--- src/rtl/instruction_fetch_unit_pkg.sv ---
// instruction_fetch_unit_pkg: shared widths, instruction constants and fetch FSM state encoding
package instruction_fetch_unit_pkg;

    localparam int XLEN_DEF = 32;
    localparam logic [31:0] NOP = 32'h0000_0013;

    localparam logic [4:0] OP_R      = 5'b01100;
    localparam logic [4:0] OP_LOAD   = 5'b00000;
    localparam logic [4:0] OP_STORE  = 5'b01000;
    localparam logic [4:0] OP_BRANCH = 5'b11000;

    typedef enum logic [1:0] {
        S_IDLE,
        S_REQ,
        S_WAIT,
        S_DRAIN
    } fetch_state_t;

    function automatic logic [4:0] opcode_of(input logic [31:0] i);
        return i[6:2];
    endfunction

endpackage

--- src/rtl/instruction_fetch_unit_queue.sv ---
// instruction_fetch_unit_queue: small FIFO of {inst, pc} entries with flush and combinational head
module instruction_fetch_unit_queue #(
    parameter int W     = 64,
    parameter int DEPTH = 2
) (
    input  logic                       clk,
    input  logic                       rst_n,
    input  logic                       push,
    input  logic [W-1:0]               din,
    input  logic                       pop,
    input  logic                       flush,
    output logic [$clog2(DEPTH+1)-1:0] count,
    output logic [W-1:0]               dout
);

    localparam int AW = DEPTH > 1 ? $clog2(DEPTH) : 1;
    localparam int CW = $clog2(DEPTH + 1);
    localparam logic [CW-1:0] FULL = CW'(DEPTH);
    localparam logic [AW-1:0] LAST = AW'(DEPTH - 1);

    logic [W-1:0]  mem [DEPTH];
    logic [AW-1:0] wp, rp;
    logic          do_push, do_pop;

    assign do_pop  = pop && count != '0;
    assign do_push = push && (count != FULL || do_pop);
    assign dout    = mem[rp];

    always_ff @(posedge clk or negedge rst_n) begin
        if (!rst_n) begin
            wp    <= '0;
            rp    <= '0;
            count <= '0;
        end else if (flush) begin
            wp    <= '0;
            rp    <= '0;
            count <= '0;
        end else begin
            if (do_push)
                wp <= wp == LAST ? '0 : wp + 1'b1;
            if (do_pop)
                rp <= rp == LAST ? '0 : rp + 1'b1;
            count <= count + CW'(do_push) - CW'(do_pop);
        end
    end

    always_ff @(posedge clk) begin
        if (do_push && !flush)
            mem[wp] <= din;
    end

endmodule

--- src/rtl/instruction_fetch_unit.sv ---
// instruction_fetch_unit: PC register and single-outstanding fetch FSM feeding the decoder
// through a 2-entry queue; branch redirects flush the queue and restart fetch.
module instruction_fetch_unit
    import instruction_fetch_unit_pkg::*;
#(
    parameter int              XLEN      = XLEN_DEF,
    parameter logic [XLEN-1:0] RESET_PC  = '0,
    parameter int              BUF_DEPTH = 2
) (
    input  logic            clk,
    input  logic            rst_n,
    output logic            imem_req,
    output logic [XLEN-1:0] imem_addr,
    input  logic            imem_gnt,
    input  logic            imem_rvalid,
    input  logic [XLEN-1:0] imem_rdata,
    input  logic            redirect_valid,
    input  logic [XLEN-1:0] redirect_pc,
    output logic            inst_valid,
    input  logic            inst_ready,
    output logic [XLEN-1:0] inst,
    output logic [XLEN-1:0] inst_pc,
    output logic            misalign_err
);

    localparam int CW = $clog2(BUF_DEPTH + 1);
    localparam logic [CW-1:0] FULL = CW'(BUF_DEPTH);

    fetch_state_t      state;
    logic [XLEN-1:0]   pc, req_pc;
    logic [CW-1:0]     count;
    logic [2*XLEN-1:0] head;
    logic              push, pop, credit, room_after;

    assign inst_valid = count != '0;
    assign pop        = inst_valid && inst_ready;
    assign push       = state == S_WAIT && imem_rvalid && !redirect_valid;
    assign credit     = count < FULL;
    assign room_after = pop || count < FULL - 1'b1;
    assign imem_req   = state == S_REQ;
    assign imem_addr  = pc;
    assign inst       = inst_valid ? head[2*XLEN-1:XLEN] : XLEN'(NOP);
    assign inst_pc    = inst_valid ? head[XLEN-1:0] : '0;

    instruction_fetch_unit_queue #(
        .W     (2 * XLEN),
        .DEPTH (BUF_DEPTH)
    ) u_queue (
        .clk   (clk),
        .rst_n (rst_n),
        .push  (push),
        .din   ({imem_rdata, req_pc}),
        .pop   (pop),
        .flush (redirect_valid),
        .count (count),
        .dout  (head)
    );

    // A response still owed by memory after a redirect is drained rather than queued.
    always_ff @(posedge clk or negedge rst_n) begin
        if (!rst_n) begin
            state        <= S_IDLE;
            pc           <= RESET_PC;
            req_pc       <= RESET_PC;
            misalign_err <= 1'b0;
        end else begin
            misalign_err <= redirect_valid && redirect_pc[1:0] != 2'b00;
            if (redirect_valid) begin
                pc    <= {redirect_pc[XLEN-1:2], 2'b00};
                state <= (state == S_WAIT || state == S_DRAIN) ? (imem_rvalid ? S_REQ : S_DRAIN) :
                         (state == S_REQ && imem_gnt) ? S_DRAIN : S_REQ;
            end else begin
                case (state)
                    S_IDLE:  if (credit) state <= S_REQ;
                    S_REQ:   if (imem_gnt) begin
                                 pc     <= pc + XLEN'(4);
                                 req_pc <= pc;
                                 state  <= S_WAIT;
                             end
                    S_WAIT:  if (imem_rvalid) state <= room_after ? S_REQ : S_IDLE;
                    S_DRAIN: if (imem_rvalid) state <= S_REQ;
                    default: state <= S_IDLE;
                endcase
            end
        end
    end

endmodule

--- config.mk ---
export PLATFORM = sky130hd
export DESIGN_NAME = instruction_fetch_unit
export DESIGN_NICKNAME = d
export VERILOG_FILES = /design/src/rtl/instruction_fetch_unit_pkg.sv /design/src/rtl/instruction_fetch_unit_queue.sv /design/src/rtl/instruction_fetch_unit.sv
export SDC_FILE = /design/constraint.sdc
export NUM_CORES = 1
export LEC_CHECK = 0
export BUFFER_PORTS_ARGS = -buffer_cell sky130_fd_sc_hd__buf_2
export CAP_MARGIN = 25
export CORE_ASPECT_RATIO = 1.75
export CORE_UTILIZATION = 30
export CTS_CLUSTER_DIAMETER = 50
export DETAILED_ROUTE_END_ITERATION = 6
export HOLD_SLACK_MARGIN = 0.12
export SYNTH_ARGS = -nofsm -noshare
export SYNTH_HDL_FRONTEND = slang
export SYNTH_SLANG_ARGS = --single-unit
export TNS_END_PERCENT = 50
--- constraint.sdc ---
create_clock -name clk -period 11.65 [get_ports clk]
set_clock_uncertainty 0.15 [all_clocks]
set_input_delay 1.7475 -clock clk [delete_from_list [all_inputs] [get_ports clk]]
set_output_delay 1.7475 -clock clk [all_outputs]
set_load 0.01 [all_outputs]
Word level (Yosys, flattened, before mapping)
Memory sizes are Yosys's and may differ from the RTL's.
Index checks and enable logic that the tools add are counted.
{ "word_totals": {"regBits": 71, "latchBits": 0, "ram_bits": 128, "romBits": 0, "input_bits": 70, "output_inout_bits": 99, "word_cells": 70, "memories": 1} }
{ "classes": {"n_addsub": 5, "mul": 0, "n_div": 0, "n_lt_le_gt_ge": 2, "eq_ne": 8, "shifts": 0, "muxes": 24, "bitwise": 1, "n_reduce_logical": 22} }
{ "mem_list": {"columns": ["name", "words", "word_bits", "read_ports", "rd_clocked_by_memory_dff", "write_ports", "line", "source"], "rows": [
  ["u_queue.mem", 2, 64, 1, 0, 1, "instruction_fetch_unit_queue.sv:21", "logic [W-1:0] mem [DEPTH];"]
]} }
{ "ops": {"columns": ["cell", "count"], "rows": [
  ["$mux 32", 5],
  ["$add 32x3->32 const B", 1],
  ["$mux 2", 9],
  ["$reduce_bool 2->1", 6],
  ["$mux 1", 9],
  ["$ne 3x3->1 const B", 3],
  ["$logic_and 1x1->1", 8],
  ["$pmux 2 s4", 1],
  ["$eq 2x2->1 const B", 2],
  ["$reduce_and 4->1", 1],
  ["$logic_or 1x1->1", 3],
  ["$ne 3x1->1 const B", 1],
  ["$reduce_and 3->1", 1],
  ["$add 1x1->1 const B", 2],
  ["$add 2x1->2", 1],
  ["$eq 2x1->1 const B", 1],
  ["$logic_not 2->1", 1],
  ["$lt 2x1->1 const B", 1],
  ["$lt 2x2->1 const B", 1],
  ["$ne 2x2->1 const B", 1],
  ["$reduce_and 2->1", 1],
  ["$sub 2x1->2", 1],
  ["$logic_not 1->1", 1],
  ["$not 1->1", 1]
]} }

Longest topological paths before layout
{ "logic_depth": {"ltp_word": 8, "depth_mapped": 7, "mapped_depth_nobuf": 6} }

Modules after synthesis
From an unflattened synthesis, not the netlist that was laid out.
{ "hier_totals": {"hier_cells": 592, "hier_area_um2": 8445.6} }
{ "by_module_without_submodules": {"columns": ["mod", "n_inst", "cells_each", "area_each_um2", "seq_area_each_um2"], "rows": [
  ["instruction_fetch_unit_queue", 1, 220, 4870.9, 3943.8],
  ["instruction_fetch_unit", 1, 372, 3574.7, 1576.5]
]} }

Worst setup path after synthesis
No wires, ideal clock.
{ "synth_timing": {"kind": "input port to flip-flop", "start": "input port redirect_valid", "end": "memory u_queue.mem[0][10], enable pin", "setup_time_ps": 482, "t_arrival_ps": 4821, "t_required_ps": 11018, "setup_slack_ps": 6197, "path_stages": 4, "n_path_buf": 1, "path_cell_list": "clkbuf_1 -> nor2_1 -> o2111ai_1 -> nor2_1"} }
{ "synth_via": {"elab_chain_cells": 6} }
{ "synth_rtl": {"columns": ["item", "line", "source"], "rows": [
  ["start: declaration", "instruction_fetch_unit.sv:17", "input logic redirect_valid,"],
  ["$logic_not 1->1 *", "instruction_fetch_unit_queue.sv:48, instruction_fetch_unit.sv:37", null],
  ["$logic_and 1x1->1", "instruction_fetch_unit.sv:37", "assign push = state == S_WAIT && imem_rvalid && !redirect_valid;"],
  ["$logic_and 1x1->1", "instruction_fetch_unit_queue.sv:26", "assign do_push = push && (count != FULL || do_pop);"],
  ["$logic_and 1x1->1 *", "instruction_fetch_unit_queue.sv:48", "if (do_push && !flush)"],
  ["$mux 1 *", "instruction_fetch_unit_queue.sv:48", null],
  ["$mux 1 (implied by the code) *", "instruction_fetch_unit_queue.sv:49", "mem[wp] <= din;"],
  ["end: declaration", "instruction_fetch_unit_queue.sv:21", null]
]} }
Every way passes the cells marked *; elsewhere a longest branch is shown, timed or not.

Final worst setup path
{ "layout_timing": {"start": "register u_queue.rp", "end": "output port inst[23]"} }
{ "layout_via": {"elab_chain_cells": 2} }
{ "layout_rtl": {"columns": ["item", "line", "source"], "rows": [
  ["start: declaration", "instruction_fetch_unit_queue.sv:22", "logic [AW-1:0] wp, rp;"],
  ["start signal: assignment", "instruction_fetch_unit_queue.sv:42", "rp <= rp == LAST ? '0 : rp + 1'b1;"],
  ["$mem_v2 2x64", null, null],
  ["$mux 32", "instruction_fetch_unit.sv:42", "assign inst = inst_valid ? head[2*XLEN-1:XLEN] : XLEN'(NOP);"],
  ["end: declaration", "instruction_fetch_unit.sv:21", "output logic [XLEN-1:0] inst,"]
]} }
No other way between the ends.

==> results.txt <==
----------------------------------------------------
[Timing]
  Aggregate negative setup slack ... 0 ps
  Post-route fraction of the period consumed by the critical path ... 0.367
  Final hold violation count ... 0
  Slew HR ... 0.330
  Crit path setup slack, layout ... 7380 ps
  Slew Limit Fails ... 0
  Unrepaired setup endpoints after global routing ... false
  Highest Clock Rate ... 234 MHz
  Transition time at the pin with the least slew margin ... 999 ps
  Shortest clock period the worst path allows after layout ... 4270 ps
  Final Setup Violations ... 0

[Synthesis]
  Cell area after technology mapping ... 7990 sq um
  Proportion of synthesized flip-flops having asynchronous set or reset ... 0.351
  Synth Area per Inst ... 13.6 sq um
  Synth Flop Type ... sky130_fd_sc_hd__edfxtp_1
  Portion of synthesized cell area occupied by the leading cell type ... 0.466
  Number of synthesized flops with an enable pin ... 124
  Warnings from Yosys ... 0
  Biggest area contributors in the synthesized netlist ... sky130_fd_sc_hd__edfxtp_1 47%, sky130_fd_sc_hd__dfrtp_1 21%, sky130_fd_sc_hd__mux2i_1 7.9%
  #FFs+latches synth ... 191
  Post-Synthesis Cells ... 587
  Post-synthesis cell type with the largest combined area ... sky130_fd_sc_hd__edfxtp_1
  Count of cell types in the netlist ... 43
  Share of the yosys chip area belonging to registers ... 0.676

[Clock network]
  # resized after CTS ... 0
  Total number of clock tree sinks ... 191
  Clock buffer count from CTS ... 17
  Quantity of hold-fixing buffers added after cts ... 0
  Library cell used as clock root buffer ... sky130_fd_sc_hd__clkbuf_16
  Clock slew seen by the registers of the worst setup and hold paths ... 70 ps
  H-tree depth ... 4
  CTS tree ... done
  Max Root-Sink Buffers ... 2
  Buffers inserted by post-CTS timing repair ... 0
  Clock network latency to the later pin of the worst-skew pair ... 440 ps

[Worst setup path]
  Crit-path cells ... buf_4, mux2i_1, nor2_1, buf_2
  Endpoint class of the critical path ... output pin
  Critical setup path kind ... reg2out
  Depth of the worst register-to-register path ... 5
  Worst Setup Start Kind ... flip-flop
  Peak fanout along the critical path ... 43
  Required time at the endpoint of the critical path ... 9750 ps
  Arrival @ worst endpoint ... 2370 ps
  Slowest stage delay, CP ... 670 ps
  Beginning of the worst register-to-register path ... imem_addr[3]$_DFFE_PN0P_
  Slowest cell on the critical path ... sky130_fd_sc_hd__buf_4
  R2R Path End ... imem_addr[30]$_DFFE_PN0P_
  Worst-case register-to-register setup slack ... 9010 ps

[Power]
  Final Total Pwr ... 1550 uW
  Worst VDD drop ... 99.9 uV
  Total power divided by cell area ... 160 nW/um^2
  LEAKAGE ... 0.00366 uW

[Place]
  Routability cong. ... 0.755
  Instance count after placement with tap cells included ... 1044
  Count of buffers from port buffering ... 164
  Worst setup timing slack at the placement stage ... 7660 ps
  Detail Placement HPWL ... 12700 um

[Routing]
  Number of vias per cell ... 4.79
  Violation count after the first detailed-route iteration ... 299
  Drt wl/cell ... 17.1 um
  Detailed-router iteration count before antenna repair ... 7
  Residual DRC ... 10
  Total length of routed wires ... 18400 um
  Count of vias placed by the detailed router ... 5155
  Antenna Nets Post-Route ... 0

[Layout]
  Growth of design area from synthesis to finish ... 21.3%
  Ant diodes ... 0
  Number of filler cells placed in the layout ... 2504
  Layout cell share with drive strength beyond 1 ... 0.316
  Net total in the final layout ... 815
  Multi-input gate area ... 2420 sq um
  Final standard cell count with taps included and fillers excluded ... 1076
  Core utilization of the finished layout ... 0.372
  Register area ... 5400 sq um

[GRT]
  Global route overflow ... 0
  GRT Util Overall ... 0.140
  Antenna violations before repair ... 0
  Pin count of the biggest net entering global routing ... 68
  Global-route wire length before repair ... 28400 um
  Vias in the first global route ... 5050

[Hold path]
  HP Class ... reg2reg
  Hold-critical path depth ... 0
  Hold worst-path end ... u_queue.mem[0][13]$_DFFE_PP_
  Critical hold path startpoint ... req_pc[13]$_DFFE_PN0P_

[Die]
  Area of the core ... 26100 sq um
  Overall die area ... 27300 sq um
  Starting utilization of the core area ... 0.306
  Number of placement rows ... 78
  Height of the die ... 218 um
  I/O pins ... 169
  Chip Width ... 125 um

[Run status]
  Violations in the final reports ... design-rule violations
  Result of the run ... finished with violations

[Flow run]
  Max Cap Violations ... 0

----------------------------------------------------
==> kinds of logic (layout without fill, tap and decap cells) <==
logic type	after synthesis	in the layout	share of synthesized area
buffers and inverters	43	209	0.0251
and+or+nand+nor	188	188	0.115
other	1	4	0.000470
adders and majority gates	2	2	0.00313
AOI/OAI and AO/OA	55	55	0.0432
muxes	93	93	0.121
xor gates and xnor gates	14	14	0.0154
DFF	191	191	0.676
==> critical path, delay by kind of cell, from the launching register on <==
kind	cells	cell delay [ps]
flops	1	650
simple gates	1	60
buf+inv	2	830
mux	1	310
==> worst max-delay path by stage <==
| stage | slack (ps) | depth (start not counted) | endpoint | start |
|---|---|---|---|---|
| after floorplan | 6200 | 4 | u_queue.mem[0][10]$_DFFE_PP_ | redirect_valid |
| after global placement | 7710 | 5 | u_queue.mem[1][59]$_DFFE_PP_ | redirect_valid |
| after detailed placement | 7660 | 5 | u_queue.mem[1][59]$_DFFE_PP_ | redirect_valid |
| after CTS | 7290 | 4 | inst[23] | u_queue.rp$_DFFE_PN0P_ |
| after global routing | 7200 | 4 | inst[23] | u_queue.rp$_DFFE_PN0P_ |
| final | 7380 | 4 | inst[23] | u_queue.rp$_DFFE_PN0P_ |
==> power by group <==
part	total (uW)	switching (uW)	internal [uW]	leakage, uW
Sequential	856	56.7	800	0.00190
Clock	568	265	303	0.000288
Combinational	126	61.4	64.7	0.00147
==> metrics by stage <==
step                area, sq um  hold WS (ps)
global route               9690           333
CTS                        9690           318
finish                     9690           318
floorplan                  8000           288
detailed placement         9110           301
global placement           9110           296
==> layer usage <==
layer	up-vias	track usage	routed length, um	part of all wire
li1	2482	-	-	-
met1	2524	0.151	7160	0.39
met2	122	0.256	10100	0.55
met3	27	0.0326	667	0.036
met4	0	0.0699	543	0.029
met5	-	0	0	0
==> area by class of cell <==
class,count,share of cell area
multi-input cells,356,0.249
clock inverters,14,0.0156
repair buffers,169,0.0886
clock buffers,18,0.0443
inverters,8,0.00310
well taps,320,0.0413
flip-flops and latches,191,0.558
==> registers in the layout (all words and copies together), names as in the netlist <==
signal	flops
u_queue.wp	1
u_queue.mem	124
u_queue.rp	1
state	2
u_queue.count	2
req_pc	30
misalign_err	1
imem_addr	30
==> placed cells by master (no fill, tap or decap), types with 2 or more instances in the layout <==
| cell type | Yosys | final |
|---|---|---|
| sky130_fd_sc_hd__clkinv_2 | 0 | 2 |
| sky130_fd_sc_hd__conb_1 | 1 | 4 |
| sky130_fd_sc_hd__inv_1 | 7 | 7 |
| sky130_fd_sc_hd__nand4b_1 | 4 | 4 |
| sky130_fd_sc_hd__dfrtp_1 | 67 | 66 |
| sky130_fd_sc_hd__xor2_1 | 8 | 8 |
| sky130_fd_sc_hd__nor2_1 | 86 | 83 |
| sky130_fd_sc_hd__xnor2_1 | 6 | 6 |
| sky130_fd_sc_hd__nor2b_1 | 3 | 3 |
| sky130_fd_sc_hd__nor4_1 | 3 | 3 |
| sky130_fd_sc_hd__ha_1 | 2 | 2 |
| sky130_fd_sc_hd__nor2_4 | 0 | 2 |
| sky130_fd_sc_hd__a31oi_1 | 15 | 15 |
| sky130_fd_sc_hd__and3_1 | 3 | 3 |
| sky130_fd_sc_hd__mux2i_1 | 63 | 63 |
| sky130_fd_sc_hd__and4_1 | 3 | 3 |
| sky130_fd_sc_hd__nand4_1 | 9 | 9 |
| sky130_fd_sc_hd__o21ai_0 | 22 | 22 |
| sky130_fd_sc_hd__nand2_1 | 31 | 31 |
| sky130_fd_sc_hd__inv_8 | 0 | 3 |
| sky130_fd_sc_hd__buf_4 | 5 | 5 |
| sky130_fd_sc_hd__buf_2 | 10 | 164 |
| sky130_fd_sc_hd__clkbuf_16 | 0 | 17 |
| sky130_fd_sc_hd__o31ai_1 | 12 | 12 |
| sky130_fd_sc_hd__edfxtp_1 | 124 | 124 |
| sky130_fd_sc_hd__nand3_1 | 14 | 14 |
| sky130_fd_sc_hd__mux2_2 | 30 | 30 |
| sky130_fd_sc_hd__inv_6 | 0 | 3 |
| sky130_fd_sc_hd__nand4_2 | 2 | 2 |
| sky130_fd_sc_hd__clkinv_8 | 0 | 2 |
| sky130_fd_sc_hd__nor3_1 | 5 | 5 |
| sky130_fd_sc_hd__o41ai_1 | 2 | 2 |
| sky130_fd_sc_hd__or4_1 | 16 | 16 |
| sky130_fd_sc_hd__clkinv_1 | 1 | 2 |
==> Yosys cell counts (5+ instances only) <==
master and count:
sky130_fd_sc_hd__nor3_1 5, sky130_fd_sc_hd__xor2_1 8, sky130_fd_sc_hd__buf_1 5, sky130_fd_sc_hd__dfrtp_1 67
sky130_fd_sc_hd__nand4_1 9, sky130_fd_sc_hd__clkbuf_1 14, sky130_fd_sc_hd__buf_4 5, sky130_fd_sc_hd__nand2_1 31
sky130_fd_sc_hd__inv_1 7, sky130_fd_sc_hd__mux2i_1 63, sky130_fd_sc_hd__edfxtp_1 124, sky130_fd_sc_hd__o31ai_1 12
sky130_fd_sc_hd__or4_1 16, sky130_fd_sc_hd__o21ai_0 22, sky130_fd_sc_hd__nand3_1 14, sky130_fd_sc_hd__xnor2_1 6
sky130_fd_sc_hd__buf_2 10, sky130_fd_sc_hd__nor2_1 86, sky130_fd_sc_hd__mux2_2 30, sky130_fd_sc_hd__a31oi_1 15
(Power assumes the default switching activity.)
